==> config.mk <==
export PLATFORM = sky130hd
export DESIGN_NAME = regfl_rd_flat
export DESIGN_NICKNAME = d
export VERILOG_FILES = /design/src/rtl/regfl_pkg.sv /design/src/rtl/regfl_rd_if.sv /design/src/rtl/regfl_wsel.sv /design/src/rtl/regfl_rd.sv /design/src/flat_wrapper.sv
export SDC_FILE = /design/constraint.sdc
export NUM_CORES = 1
export LEC_CHECK = 0
export CORE_AREA = 3 3 231 233
export CTS_CLUSTER_DIAMETER = 50
export DETAILED_ROUTE_END_ITERATION = 6
export DIE_AREA = 0 0 234 236
export HOLD_SLACK_MARGIN = 0.08
export PLACE_DENSITY = 0.49
export SYNTH_ARGS = -nofsm -noshare
export SYNTH_HDL_FRONTEND = slang
export SYNTH_SLANG_ARGS = --single-unit
==> constraint.sdc <==
create_clock -name clk -period 2 [get_ports clk]
set_input_delay 0.2 -clock clk [delete_from_list [all_inputs] [get_ports clk]]
set_output_delay 0.2 -clock clk [all_outputs]
set_load 0.03 [all_outputs]
==> src/rtl/regfl_pkg.sv <==
`default_nettype none
// +----------------------------------------------------------------------+
// | regfl_pkg : shared types and default widths for the regfl read side  |
// | Revision  : 1.0                                                      |
// +----------------------------------------------------------------------+
package regfl_pkg;

    localparam int REG_W   = 64;
    localparam int REG_CNT = 8;
    localparam int DEC_W   = 3;
    localparam int LEN_W   = 4;

    typedef enum logic [0:0] {
        IDLE = 1'b0,
        SEND = 1'b1
    } state_t;

endpackage
`default_nettype wire

==> src/rtl/regfl_rd_if.sv <==
`default_nettype none
// +----------------------------------------------------------------------+
// | regfl_rd_if : request and beat channels of the burst read engine     |
// | Revision    : 1.0                                                    |
// +----------------------------------------------------------------------+
interface regfl_rd_if
    import regfl_pkg::*;
#(
    parameter int REG_W_P = REG_W,
    parameter int DEC_W_P = DEC_W,
    parameter int LEN_W_P = LEN_W
);
    logic               req_vld;
    logic               req_rdy;
    logic [DEC_W_P-1:0] req_addr;
    logic [LEN_W_P-1:0] req_len;

    logic               out_vld;
    logic               out_rdy;
    logic [REG_W_P-1:0] out_data;
    logic [DEC_W_P-1:0] out_idx;
    logic               out_last;

    modport master (
        output req_vld, req_addr, req_len, out_rdy,
        input  req_rdy, out_vld, out_data, out_idx, out_last
    );

    modport slave (
        input  req_vld, req_addr, req_len, out_rdy,
        output req_rdy, out_vld, out_data, out_idx, out_last
    );
endinterface
`default_nettype wire

==> src/rtl/regfl_wsel.sv <==
`default_nettype none
// +----------------------------------------------------------------------+
// | regfl_wsel : combinational word selector over the flat q bus         |
// | Revision   : 1.0                                                     |
// +----------------------------------------------------------------------+
module regfl_wsel
    import regfl_pkg::*;
#(
    parameter int REG_W_P   = REG_W,
    parameter int REG_CNT_P = REG_CNT,
    parameter int DEC_W_P   = DEC_W
) (
    input  wire logic [REG_CNT_P*REG_W_P-1:0] q_in,
    input  wire logic [DEC_W_P-1:0]           idx,
    output      logic [REG_W_P-1:0]           word
);
    logic [REG_W_P-1:0] w_words [REG_CNT_P];

    for (genvar gi = 0; gi < REG_CNT_P; gi++) begin : g_words
        assign w_words[gi] = q_in[gi*REG_W_P +: REG_W_P];
    end

    assign word = w_words[idx];
endmodule
`default_nettype wire

==> src/rtl/regfl_rd.sv <==
`default_nettype none
// +----------------------------------------------------------------------+
// | regfl_rd : burst read engine streaming register words one per cycle  |
// | Revision : 1.0                                                       |
// +----------------------------------------------------------------------+
module regfl_rd
    import regfl_pkg::*;
#(
    parameter int REG_W_P   = REG_W,
    parameter int REG_CNT_P = REG_CNT,
    parameter int DEC_W_P   = DEC_W,
    parameter int LEN_W_P   = LEN_W
) (
    input  wire logic                         clk,
    input  wire logic                         rst,
    input  wire logic [REG_CNT_P*REG_W_P-1:0] q_in,
    output      logic                         busy,
    regfl_rd_if.slave                         bus
);
    state_t               r_state;
    logic [DEC_W_P-1:0]   r_ptr;
    logic [LEN_W_P-1:0]   r_cnt;
    logic                 r_vld;
    logic [REG_W_P-1:0]   r_data;
    logic [DEC_W_P-1:0]   r_idx;
    logic                 r_last;

    logic [DEC_W_P-1:0]   w_nxt_ptr;
    logic [REG_W_P-1:0]   w_word;

    // The selector always looks at the index about to be loaded, so the
    // word is captured on the same edge that advances the pointer.
    assign w_nxt_ptr = (r_state == IDLE) ? bus.req_addr : r_ptr + DEC_W_P'(1);

    regfl_wsel #(
        .REG_W_P   (REG_W_P),
        .REG_CNT_P (REG_CNT_P),
        .DEC_W_P   (DEC_W_P)
    ) u_wsel (
        .q_in (q_in),
        .idx  (w_nxt_ptr),
        .word (w_word)
    );

    always_ff @(posedge clk or posedge rst) begin
        if (rst) begin
            r_state <= IDLE;
            r_ptr   <= '0;
            r_cnt   <= '0;
            r_vld   <= 1'b0;
            r_data  <= '0;
            r_idx   <= '0;
            r_last  <= 1'b0;
        end else begin
            case (r_state)
                IDLE: begin
                    if (bus.req_vld) begin
                        r_ptr   <= w_nxt_ptr;
                        r_cnt   <= bus.req_len;
                        r_data  <= w_word;
                        r_idx   <= w_nxt_ptr;
                        r_last  <= (bus.req_len == '0);
                        r_vld   <= 1'b1;
                        r_state <= SEND;
                    end
                end
                SEND: begin
                    if (r_vld && bus.out_rdy) begin
                        if (r_cnt == '0) begin
                            r_vld   <= 1'b0;
                            r_last  <= 1'b0;
                            r_state <= IDLE;
                        end else begin
                            r_ptr  <= w_nxt_ptr;
                            r_cnt  <= r_cnt - LEN_W_P'(1);
                            r_data <= w_word;
                            r_idx  <= w_nxt_ptr;
                            r_last <= (r_cnt == LEN_W_P'(1));
                        end
                    end
                end
                default: r_state <= IDLE;
            endcase
        end
    end

    // Ready drops combinationally with rst so nothing is accepted during reset.
    assign bus.req_rdy  = (r_state == IDLE) & ~rst;
    assign bus.out_vld  = r_vld;
    assign bus.out_data = r_data;
    assign bus.out_idx  = r_idx;
    assign bus.out_last = r_last;
    assign busy         = (r_state == SEND);
endmodule
`default_nettype wire

==> src/flat_wrapper.sv <==
// flat-port wrapper written by rule: the top's interface ports become plain ports
module regfl_rd_flat import regfl_pkg::*;
#(
    parameter int REG_W_P   = REG_W,
    parameter int REG_CNT_P = REG_CNT,
    parameter int DEC_W_P   = DEC_W,
    parameter int LEN_W_P   = LEN_W
)
  (clk, rst, q_in, busy, bus_req_vld, bus_req_addr, bus_req_len, bus_out_rdy, bus_req_rdy, bus_out_vld, bus_out_data, bus_out_idx, bus_out_last);
  regfl_rd_if #(.REG_W_P(REG_W_P), .DEC_W_P(DEC_W_P), .LEN_W_P(LEN_W_P)) bus_i ();
  input  wire logic clk;
  input  wire logic rst;
  input  wire logic [REG_CNT_P*REG_W_P-1:0] q_in;
  output      logic busy;
  input wire logic [$bits(bus_i.req_vld)-1:0] bus_req_vld;
  input wire logic [$bits(bus_i.req_addr)-1:0] bus_req_addr;
  input wire logic [$bits(bus_i.req_len)-1:0] bus_req_len;
  input wire logic [$bits(bus_i.out_rdy)-1:0] bus_out_rdy;
  output wire logic [$bits(bus_i.req_rdy)-1:0] bus_req_rdy;
  output wire logic [$bits(bus_i.out_vld)-1:0] bus_out_vld;
  output wire logic [$bits(bus_i.out_data)-1:0] bus_out_data;
  output wire logic [$bits(bus_i.out_idx)-1:0] bus_out_idx;
  output wire logic [$bits(bus_i.out_last)-1:0] bus_out_last;
  assign bus_i.req_vld = bus_req_vld;
  assign bus_i.req_addr = bus_req_addr;
  assign bus_i.req_len = bus_req_len;
  assign bus_i.out_rdy = bus_out_rdy;
  assign bus_req_rdy = bus_i.req_rdy;
  assign bus_out_vld = bus_i.out_vld;
  assign bus_out_data = bus_i.out_data;
  assign bus_out_idx = bus_i.out_idx;
  assign bus_out_last = bus_i.out_last;
  regfl_rd #(.REG_W_P(REG_W_P), .REG_CNT_P(REG_CNT_P), .DEC_W_P(DEC_W_P), .LEN_W_P(LEN_W_P)) u_core (.clk(clk), .rst(rst), .q_in(q_in), .busy(busy), .bus(bus_i));
endmodule
==> metrics.cfg <==
[worst_setup_path]
slowest_delay_ps = 510
crit_buf_inv = 4
cp_top_family = multiplexers
critPathMaxFanout = 7
crit_chain = mux2i_4, buf_12, buf_12, buf_16, buf_6, mux4_2, a22oi_2, nand2_1
r2r_cells = 8
cp-start-kind = register
cp.depth = 8
crit_arrival_ps = 2390
cpMostUsedCell = buf_12
crit_type = register to register
critPathSlowestCell = mux4_2
cp-end-kind = register
crit_required_ps = 2260

[detailed_routing]
wl_per_cell_um = 24.77
drc = 0
drt_iter0_markers = 248
ant_nets = 0
num_vias = 7769
drt-total-wl_um = 46570
firstDrtPassIters = 5
routed_via_density = 4.132

[timing]
fmax_ghz = 0.4696
timing.final.crit_share = 1.065
setup_viol = 65
hold_viol = 0
skew_ps = 7.716
rsz0062_at_grt = true
slew_violations = 0
fin_setup_tns_ps = -4753
min_period_ps = 2129
worstMarginPinSlew_ps = 497.2
slew_headroom = 0.6685
fin_ws_ps = -129.4

[global_routing]
antenna_found_initial = 9
grt_overflow = 0
grt_pass1_vias = 8508
grt_max_degree = 75
grt_pass1_wl_um = 60050
grt.total_usage = 0.1542

[synth]
synth_area_mm2 = 0.006299
synthTopCellsByCount = nand2_1, mux4_2, dfrtp_1, a22oi_1, buf_2
synth.net_count = 1033
ys_warn_count = 0
synth_edf_count = 0
syn_avg_cell_area_um2 = 12.42
ys_top_cells_by_area = mux4_2, dfrtp_1, nand2_1
yosys.area.top_type = mux4_2
yosysTopAreaCellShare = 0.4541
synth_seq_cells = 74
seq_area_frac_synth = 0.2940
synth_ff_type = dfrtp_1
synth.most_common_cell = nand2_1
ys_types = 29
synth_cells = 507
async_reset_ff_frac = 1.000

[flow_run]
drv_cap = 0

[clocking]
hold_buffers = 0
clk_latency_ps = 380
cts_made_buffers = 9
cts.path.max_buffers = 2
clk_pin_slew_ps = 60
cts_tree = done
h-tree-depth = 3
clock-sinks = 74
cts_root_buf = clkbuf_16

[floorplan]
die_w_um = 234
rows = 83
initial_utilization = 0.1225
die_h_um = 236
ios = 594
dieArea_mm2 = 0.05522
core-area_mm2 = 0.05141

[placed_design]
dp_slack_ps = -345.4
gp_congestion = 0.8326
dp_hpwl_um = 33390
io_buffers = 593

[power_and_ir_drop]
max-vdd-ir-drop_mv = 0.4790
p_leak_uw = 0.005867
power.density_mw_per_mm2 = 1188

[outcome]
violations = negative setup slack
status = complete, but fails checks

[final_layout]
drive_gt1_frac = 0.2988
syn2layout_area_growth_pct = 145.1
fin_nets = 1719

[hold_path]
worstHoldPathType = primary input to async pin

==> where the power goes <==
group | switching, µW | internal, µW | total, µW
clock | 787 | 1030 | 1820
combinational | 6320 | 7550 | 13900
sequential | 462 | 2180 | 2650
==> path summary, 6_finish.rpt <==
kind                                                    start                                  end  slack [ps]
min reg2reg                u_core.bus.out_data[2]$_DFFE_PP0P_   u_core.bus.out_data[2]$_DFFE_PP0P_         470
max in group asynchronous                                 rst   u_core.bus.out_data[4]$_DFFE_PP0P_        1270
min in group clk           u_core.bus.out_data[2]$_DFFE_PP0P_   u_core.bus.out_data[2]$_DFFE_PP0P_         470
max reg2reg                             u_core.busy$_DFF_PP0_  u_core.bus.out_data[33]$_DFFE_PP0P_        -130
min                                                       rst      u_core.bus.out_last$_DFFE_PP0P_         340
max                                     u_core.busy$_DFF_PP0_  u_core.bus.out_data[33]$_DFFE_PP0P_        -130
==> layer usage <==
metal / track usage / share of wire
met1: 0.1781 / 0.40
met2: 0.2728 / 0.50
met3: 0.04626 / 0.080
met4: 0.04470 / 0.014
met5: 0 / 0.0020
==> layout make-up <==
type,count,area (µm²)
fillers,5288,35970
clock buffers,12,256.5
flip-flops and latches,74,1856
clock inverters,4,50.05
well taps,680,850.8
repair buffers,724,7765
multi-input cells,378,4628
diodes,2,5.005
inverters,6,26.28
==> tightest hold or removal path, stage by stage <==
cell	delay, ps
clkdlybuf4s50_1	460
clkinvlp_4	110
buf_12	370
==> cell families (layout without fill, tap and decap cells) <==
logic type	count (synthesis)	in the layout	share of synthesized area
flops	74	74	0.2940
mux	131	134	0.4609
fa+ha+maj	3	3	0.005960
other cells	0	2	0
compound gates	89	89	0.1011
simple gates	151	151	0.09416
buf+inv	58	746	0.04251
xor+xnor	1	1	0.001391
==> metrics by stage <==
step / utilization / total power [µW] / hold slack, ps / cells / area, µm²
after global placement: 0.2668 / 14610 / 449.4 / 1808 / 13720
after detailed placement: 0.2668 / 14630 / 455.7 / 1808 / 13720
after CTS: 0.2864 / 17780 / 332.5 / 1851 / 14720
final: 0.3003 / 18340 / 335.7 / 1880 / 15440
after global routing: 0.3003 / 19390 / 380.2 / 1880 / 15440
after floorplan: - / 9581 / 349.6 / 507 / 6375
==> state kept, by name (all words and copies together) (netlist names) <==
name / flops
u_core.busy: 1
u_core.bus.out_vld: 1
u_core.r_ptr: 3
u_core.bus.out_data: 64
u_core.bus.out_last: 1
u_core.r_cnt: 4
==> layout by cell type, fill, tap and decap left out, types with 3 or more instances in the layout <==
| cell type | count |
|---|---|
| dfrtp_1 | 71 |
| mux4_2 | 127 |
| buf_6 | 24 |
| buf_12 | 16 |
| a22oi_2 | 61 |
| a22oi_1 | 3 |
| clkdlybuf4s50_1 | 591 |
| a31oi_1 | 3 |
| mux2_4 | 3 |
| buf_4 | 56 |
| buf_8 | 9 |
| clkinvlp_4 | 3 |
| inv_1 | 3 |
| nor2_1 | 7 |
| o21ai_0 | 5 |
| o21ai_1 | 4 |
| a21oi_1 | 5 |
| nand2_1 | 133 |
| dfrtp_2 | 3 |
| clkbuf_16 | 21 |
| buf_16 | 14 |
==> what timing repair did <==
action                     CTS  global route
pin swaps                    6            71
cloned                      11            13
gates resized for setup     69            68
buffers inserted            16            14
setup endpoints to repair   71            70
No activity file was read; power rests on OpenSTA's default activity.
